===== config.mk =====
export PLATFORM = sky130hd
export DESIGN_NAME = dilithium_input_adapter
export DESIGN_NICKNAME = d
export VERILOG_FILES = /design/src/rtl/dilithium_input_adapter.sv
export SDC_FILE = /design/constraint.sdc
export NUM_CORES = 1
export LEC_CHECK = 0
export BUFFER_PORTS_ARGS = -buffer_cell sky130_fd_sc_hd__buf_4
export CAP_MARGIN = 20
export CORE_ASPECT_RATIO = 2
export CORE_MARGIN = 2
export CORE_UTILIZATION = 46
export DETAILED_ROUTE_END_ITERATION = 6
export GPL_TIMING_DRIVEN = 0
export PLACE_DENSITY = 0.8
export SLEW_MARGIN = 30
export SYNTH_ARGS = -nofsm -noshare
export SYNTH_HDL_FRONTEND = slang
export SYNTH_SLANG_ARGS = --single-unit

===== constraint.sdc =====
create_clock -name clk -period 5.25 [get_ports clk]
set_clock_uncertainty 0.15 [all_clocks]
set_input_delay 0.7875 -clock clk [delete_from_list [all_inputs] [get_ports clk]]
set_output_delay 0.7875 -clock clk [all_outputs]
set_load 0.005 [all_outputs]

===== src/rtl/dilithium_input_adapter.sv =====
// Host-to-core input adapter: counted 64-bit stream through a 2-entry skid buffer.
// Optional host `last` framing check enabled by defining DILITHIUM_IN_LAST_CHECK_EN.
module dilithium_input_adapter #(
    parameter int unsigned w     = 64,
    parameter int unsigned LEN_W = 10
) (
    input  logic             clk,
    input  logic             rst,
    input  logic             start,
    input  logic [LEN_W-1:0] in_len,
    input  logic             valid_i,
    output logic             ready_i,
    input  logic [w-1:0]     data_i,
    input  logic             last_i,
    output logic             dilithium_valid_i,
    input  logic             dilithium_ready_i,
    output logic [w-1:0]     dilithium_data_i,
    output logic             done,
    output logic             error
);

    typedef enum logic [1:0] {
        IDLE,
        STREAM,
        DRAIN,
        FINISH
    } state_t;

    localparam logic [LEN_W-1:0] LEN_ONE = LEN_W'(1);

    state_t           state_q, state_d;
    logic [LEN_W-1:0] rem_q, rem_d;
    logic [1:0]       cnt_q, cnt_d;
    logic [w-1:0]     head_q, head_d;
    logic [w-1:0]     tail_q, tail_d;
    logic             push, pop;
    logic             early_last;

    assign ready_i           = (state_q == STREAM) && (cnt_q != 2'd2) && (rem_q != '0);
    assign dilithium_valid_i = (cnt_q != 2'd0);
    assign dilithium_data_i  = head_q;
    assign done              = (state_q == FINISH);

    assign push = valid_i & ready_i;
    assign pop  = dilithium_valid_i & dilithium_ready_i;

    // Vacated entries are zeroed so the core-side data reads 0 whenever the buffer is empty.
    always_comb begin
        cnt_d  = cnt_q;
        head_d = head_q;
        tail_d = tail_q;
        case (cnt_q)
            2'd0: begin
                if (push) begin
                    head_d = data_i;
                    cnt_d  = 2'd1;
                end
            end
            2'd1: begin
                if (push && pop) begin
                    head_d = data_i;
                end else if (push) begin
                    tail_d = data_i;
                    cnt_d  = 2'd2;
                end else if (pop) begin
                    head_d = '0;
                    cnt_d  = 2'd0;
                end
            end
            2'd2: begin
                if (pop) begin
                    head_d = tail_q;
                    tail_d = '0;
                    cnt_d  = 2'd1;
                end
            end
            default: begin
                cnt_d = 2'd0;
            end
        endcase
        if (start) begin
            cnt_d  = 2'd0;
            head_d = '0;
            tail_d = '0;
        end
    end

`ifdef DILITHIUM_IN_LAST_CHECK_EN
    logic err_q, err_d;
    logic late_last;

    assign early_last = push && last_i && (rem_q > LEN_ONE);
    assign late_last  = push && !last_i && (rem_q == LEN_ONE);

    always_comb begin
        err_d = err_q;
        if (early_last || late_last) begin
            err_d = 1'b1;
        end
        if (start) begin
            err_d = 1'b0;
        end
    end

    always_ff @(posedge clk) begin
        if (rst) begin
            err_q <= 1'b0;
        end else begin
            err_q <= err_d;
        end
    end

    assign error = err_q;
`else
    logic unused_last;

    assign unused_last = last_i;
    assign early_last  = 1'b0;
    assign error       = 1'b0;
`endif

    always_comb begin
        state_d = state_q;
        rem_d   = rem_q;
        case (state_q)
            IDLE: begin
            end
            STREAM: begin
                if (push) begin
                    // push implies rem_q != 0, so this never wraps
                    rem_d = rem_q - LEN_ONE;
                    if (early_last) begin
                        rem_d = '0;
                    end
                    if (rem_d == '0) begin
                        state_d = DRAIN;
                    end
                end
            end
            DRAIN: begin
                // Look at the next count so done follows the emptying core beat by one cycle.
                if (cnt_d == 2'd0) begin
                    state_d = FINISH;
                end
            end
            FINISH: begin
                state_d = IDLE;
            end
            default: begin
                state_d = IDLE;
            end
        endcase
        if (start) begin
            rem_d   = in_len;
            state_d = (in_len == '0) ? FINISH : STREAM;
        end
    end

    always_ff @(posedge clk) begin
        if (rst) begin
            state_q <= IDLE;
            rem_q   <= '0;
            cnt_q   <= 2'd0;
            head_q  <= '0;
            tail_q  <= '0;
        end else begin
            state_q <= state_d;
            rem_q   <= rem_d;
            cnt_q   <= cnt_d;
            head_q  <= head_d;
            tail_q  <= tail_d;
        end
    end

endmodule


-- Word level (Yosys, flattened, before mapping)
Index checks and enable logic that the tools add are counted.
- add/subtract/negate cells: 1
- equality and inequality tests: 15
- muxes and demuxes: 26
- bitwise gates (word level): 2
- reduce and logical (&&, ||, !) cells: 19
- operators by type and width (operator ; number):
    $mux W64 ; 6
    $pmux W64 S3 ; 1
    $pmux W64 S2 ; 1
    $mux W10 ; 5
    $mux W2 ; 11
    $logic_not A10 Y1 ; 2
    $ne A3 B3 Y1 const B ; 4
    $pmux W2 S3 ; 2
    $ne A2 B2 Y1 const B ; 5
    $reduce_bool A10 Y1 ; 1
    $sub A10 B1 Y10 const B ; 1
    $reduce_and A4 Y1 ; 2
    $reduce_bool A2 Y1 ; 4
    $eq A2 B2 Y1 const B ; 3
    $reduce_and A5 Y1 ; 1
    $eq A2 B1 Y1 const B ; 2
    $logic_not A2 Y1 ; 2
    $reduce_bool A4 Y1 ; 1
    $logic_and A1 B1 Y1 ; 3
    $ne A3 B2 Y1 const B ; 1
    $reduce_bool A3 Y1 ; 1
    $and A1 B1 Y1 ; 2
    $reduce_and A2 Y1 ; 1
    $reduce_or A2 Y1 ; 1
- bits in registers: 142
- bits of input ports: 80
- output and inout bits: 68
- logic and storage cells: 68

-- Logic depth before layout (Yosys ltp)
- depth in word-level cells: 12
- gate-level depth with buffers: 9
- depth with buffers taken out: 8

-- Worst setup path after synthesis
OpenSTA, ideal clock, no wires.
- kind: register to register
- from: register rem_q[0]
- to: register head_q[10] (netlist: dilithium_data_i[10])
- library setup time: 0.132 ns
- arrival time: 2.221 ns
- data required time: 4.968 ns
- path slack: 2.747 ns
- cell stages (with the launch flop): 10
- path buffers: 1
- period minus slack after synthesis: 2.503 ns
- cells stage by stage: dfxtp_1 -> inv_1 -> ha_1 -> or4b_1 -> o31a_1 -> nand3_1 -> nand2_1 -> clkbuf_1 -> a221oi_1 -> nor3_1
- cells in the longest elaborated chain, start to end: 6
- elaborated cells on any way between the ends: 10
- classes of those cells: eq/ne (3); mux (2); bitwise (1); reduce/logical (4)
- RTL lines (what ; line ; source):
    start, declared ; 32 ; logic [LEN_W-1:0] rem_q, rem_d;
    start signal, assigned ; 168 ; rem_q <= rem_d;
    $reduce_bool A10 Y1 * ; 39 ; assign ready_i = (state_q == STREAM) && (cnt_q != 2'd2) && (rem_q != '0);
    $logic_and A1 B1 Y1 * ; 39 ;
    $and A1 B1 Y1 * ; 44 ; assign push = valid_i & ready_i;
    $logic_and A1 B1 Y1 ; 60 ; if (push && pop) begin
    $ne A3 B3 Y1 (no line) / $mux W64 (equally long branches) ; - ;
    $reduce_and A5 Y1 (no line) / $pmux W64 S3 (equally long branches) ; - ;
    end signal, assigned ; 164 ; head_q <= '0;
    end signal, assigned ; 170 ; head_q <= head_d;
    end, declared ; 34 ; logic [w-1:0] head_q, head_d;
Every way passes the cells marked *; elsewhere a longest branch is shown, timed or not.
A chain may end at the register's enable or synchronous reset.

-- Worst setup path after layout
- from: register rem_q[0]
- to: register head_q[22] (netlist: dilithium_data_i[22])
Same word-level chain as after synthesis.

==> metrics.csv <==
stage;metric;value;unit
route;ant_nets;0;
setup_path;timing.rr.end;dilithium_data_i[22];
setup_path;crit_path_top_delay_cell;or4b_1;
yosys;ys_seq_elements;142;
yosys;syn_area_per_cell;8.34;um^2
global_routing;grt_pass1_wl;28.6;mm
yosys;syn-num-nets;817;
clocking;postCtsSetupRepairBufs;0;
timing;rsz0062_at_grt;no;
run;maxCapViolCount;0;
placement;dp_slack;2.14;ns
final_layout;area_delta_synth_final;30.7;%
global_routing;met2_usage;46.4;%
final_layout;final_net_count;981;
run_status;outcome;finished clean;
setup_path;required;5.39;ns
yosys;synth_flop_cell;dfxtp_1;
clocking;cts_root_buffer;clkbuf_16;
clocking;cts_tree;built;
timing;fmax;314;MHz
final_layout;design_area;7910;um^2
placement;dpl_cell_area;7340;um^2
timing;final.setup.tns;0;ns
setup_path;rr_worst_depth;9;
final_layout;drive_gt1_share;21.9;%
route;num_vias;6025;
global_routing;overflow;0;
global_routing;grt_pass1_vias;5906;
route;wl_per_cell;16.9;um
min_path;min_path_type;reg -> reg;
route;wl;17.9;mm
setup_path;path_cells;inv_1 -> ha_1 -> or4b_1 -> o31a_1 -> nand3_1 -> nand2_1 -> clkbuf_1 -> a221oi_1 -> nor3_1;
setup_path;r2r_setup_slack;2.07;ns
timing;layout_min_cycle_time;3.18;ns
clocking;cts_inserted_buffers;17;
setup_path;r2r-start;rem_q[0];
yosys;ys.warnings.count;0;
timing;holdWs;0.300;ns
clocking;clockBufferDepth;2;
setup_path;cp-start-kind;flop;
clocking;path_clk_slew;0.07;ns
clocking;post_cts_resize_count;0;
floorplan;die_h;166;um
floorplan;io_pins;148;
setup_path;critPathMaxStageDelay;0.58;ns
clocking;h-tree-depth;4;
placement;io_buffers;145;
power;peakVddDrop;0.269;mV
route;vias_per_cell;5.71;
yosys;synthCells;726;
setup_path;cp_top_family;simple AND/OR/NAND/NOR gates;
floorplan;die-area;14200;um^2
global_routing;met1_usage;26.1;%
min_path;whs_path_depth;2;
yosys;syn-cell-area;6050;um^2
global_routing;grtUsageMet3;5.07;%
route;post-route-drc-count;0;
clocking;clock-sinks;142;
final_layout;num-fill-cells;1124;
global_routing;grt_antenna_before_repair;0;
setup_path;end_kind;flop;
final_layout;multi_input_area;2850;um^2
power;power.leakage;2.96;nW
clocking;clock_latency;0.42;ns
min_path;hold_end;tail_q[1];
floorplan;floorplan.die.width;85.1;um
setup_path;crit_buf_inv;2;
final_layout;final_util;61.3;%
clocking;cts-hold-fix-buffers;0;
floorplan;core_area;12900;um^2
yosys;async_flop_share;0;%
placement;hpwl;13.2;mm
yosys;synth_edf_count;0;
final_layout;layout.area.seq;2840;um^2
final_layout;final_cell_mix;146 x buf_4, 142 x dfxtp_1, 78 x nand2_1, 76 x nor2_1, 73 x nor3_1;
power;p_per_area;346;nW/um^2
timing;setup_viol;0;
timing;drv_slew;0;
timing;finalHoldViolCount;0;
placement;place_congestion;0.992;
setup_path;worstSetupPathType;reg -> reg;
setup_path;cp.arrival;3.32;ns
global_routing;gr-max-usage-layer;met2;
timing;worstMarginPinSlew;0.840;ns
timing;finalWorstSetupSlack;2.07;ns
route;dr.pass1.iters;7;
yosys;yosysSeqAreaShare;47.0;%
floorplan;num_rows;59;
floorplan;start_util;46.9;%
setup_path;path_max_fanout;10;
min_path;hp-start;tail_q[1];
timing;min_period_over_period;60.6;%
final_layout;layout_commonest_cell;buf_4;
final_layout;diodes;0;
yosys;synthDistinctLibCells;47;
global_routing;track_usage;24.9;%
route;drt-initial-drc-count;273;
timing;slew_headroom;43.7;%
global_routing;grt_max_degree;17;
==> per-layer routing <==
layer	routed length [um]	up-vias
met2	9980	224
met1	6380	2805
li1	-	2955
met5	0	-
met3	959	41
met4	544	0
==> how the worst max path moves through the flow <==
stage / from / to / slack [ns] / cells after the start
after floorplan: rem_q[0] / dilithium_data_i[10] / 2.75 / 9
after detailed placement: rem_q[0] / dilithium_data_i[12] / 2.14 / 9
final: rem_q[0] / dilithium_data_i[22] / 2.07 / 9
after global placement: cnt_q[1] / dilithium_data_i[42] / 1.93 / 8
after global routing: rem_q[0] / dilithium_data_i[22] / 1.91 / 9
after CTS: rem_q[0] / dilithium_data_i[22] / 2.11 / 9
==> tightest hold or removal path, cell delays in order (launching register included) <==
cell and delay (ns):
dfxtp_1 0.31, nand2_1 0.05, a21oi_1 0.05
==> metrics by stage <==
stage / power, W / instances
final: 0.00274 / 1055
after global routing: 0.00285 / 1055
after floorplan: 0.00140 / 726
after detailed placement: 0.00158 / 1023
after global placement: 0.00157 / 1023
after CTS: 0.00275 / 1055
==> cell usage after synthesis, drive strengths merged, types with 2 or more instances <==
| cell type | count | area, um^2 |
|---|---|---|
| a21oi | 68 | 340 |
| buf | 19 | 138 |
| a221oi | 65 | 576 |
| dfxtp | 142 | 2840 |
| o311a | 3 | 30.0 |
| o31ai | 2 | 15.0 |
| nor4 | 5 | 31.3 |
| nand2 | 78 | 293 |
| nand2b | 2 | 12.5 |
| xor2 | 2 | 17.5 |
| or3 | 2 | 12.5 |
| nor3 | 74 | 370 |
| a211oi | 5 | 37.5 |
| nor2b | 2 | 12.5 |
| nand3 | 67 | 335 |
| ha | 11 | 138 |
| a31oi | 3 | 18.8 |
| o21ai | 6 | 30.0 |
| or4 | 3 | 22.5 |
| xnor2 | 8 | 70.1 |
| nor2 | 76 | 285 |
| clkbuf | 50 | 188 |
| mux2i | 2 | 20.0 |
| inv | 12 | 45.0 |
==> registers in the layout (all words and copies together), names as in the netlist <==
register	flops
cnt_q	2
dilithium_data_i	64
rem_q	10
state_q	2
tail_q	64
==> power by group <==
part	switching, W	leakage (nW)	internal [W]
logic	0.000232	1.53	0.000181
clock network	0.000510	0.281	0.000669
registers	0.0000289	1.15	0.00112
total	0.000771	2.96	0.00197
==> layout make-up <==
| cell class | count | share of cell area [%] |
|---|---|---|
| tap | 152 | 2.40 |
| sequential | 142 | 35.9 |
| timing repair buffer | 145 | 13.8 |
| buffer | 69 | 4.11 |
| multi-input combinational | 503 | 36.0 |
| inverter | 12 | 0.569 |
| clock buffer | 17 | 5.38 |
| clock inverter | 15 | 1.90 |
==> cell families after synthesis <==
group	Yosys count	synth area share (%)
AND/OR/NAND/NOR	318	23.9
AO/OA/AOI/OAI	161	19.0
flip-flops	142	47.0
buffers and inverters	81	6.12
adder cells (fa/ha/maj)	11	2.27
XOR/XNOR	10	1.45
multiplexers	2	0.331
other	1	0.0619
No activity file was read; power rests on OpenSTA's default activity.
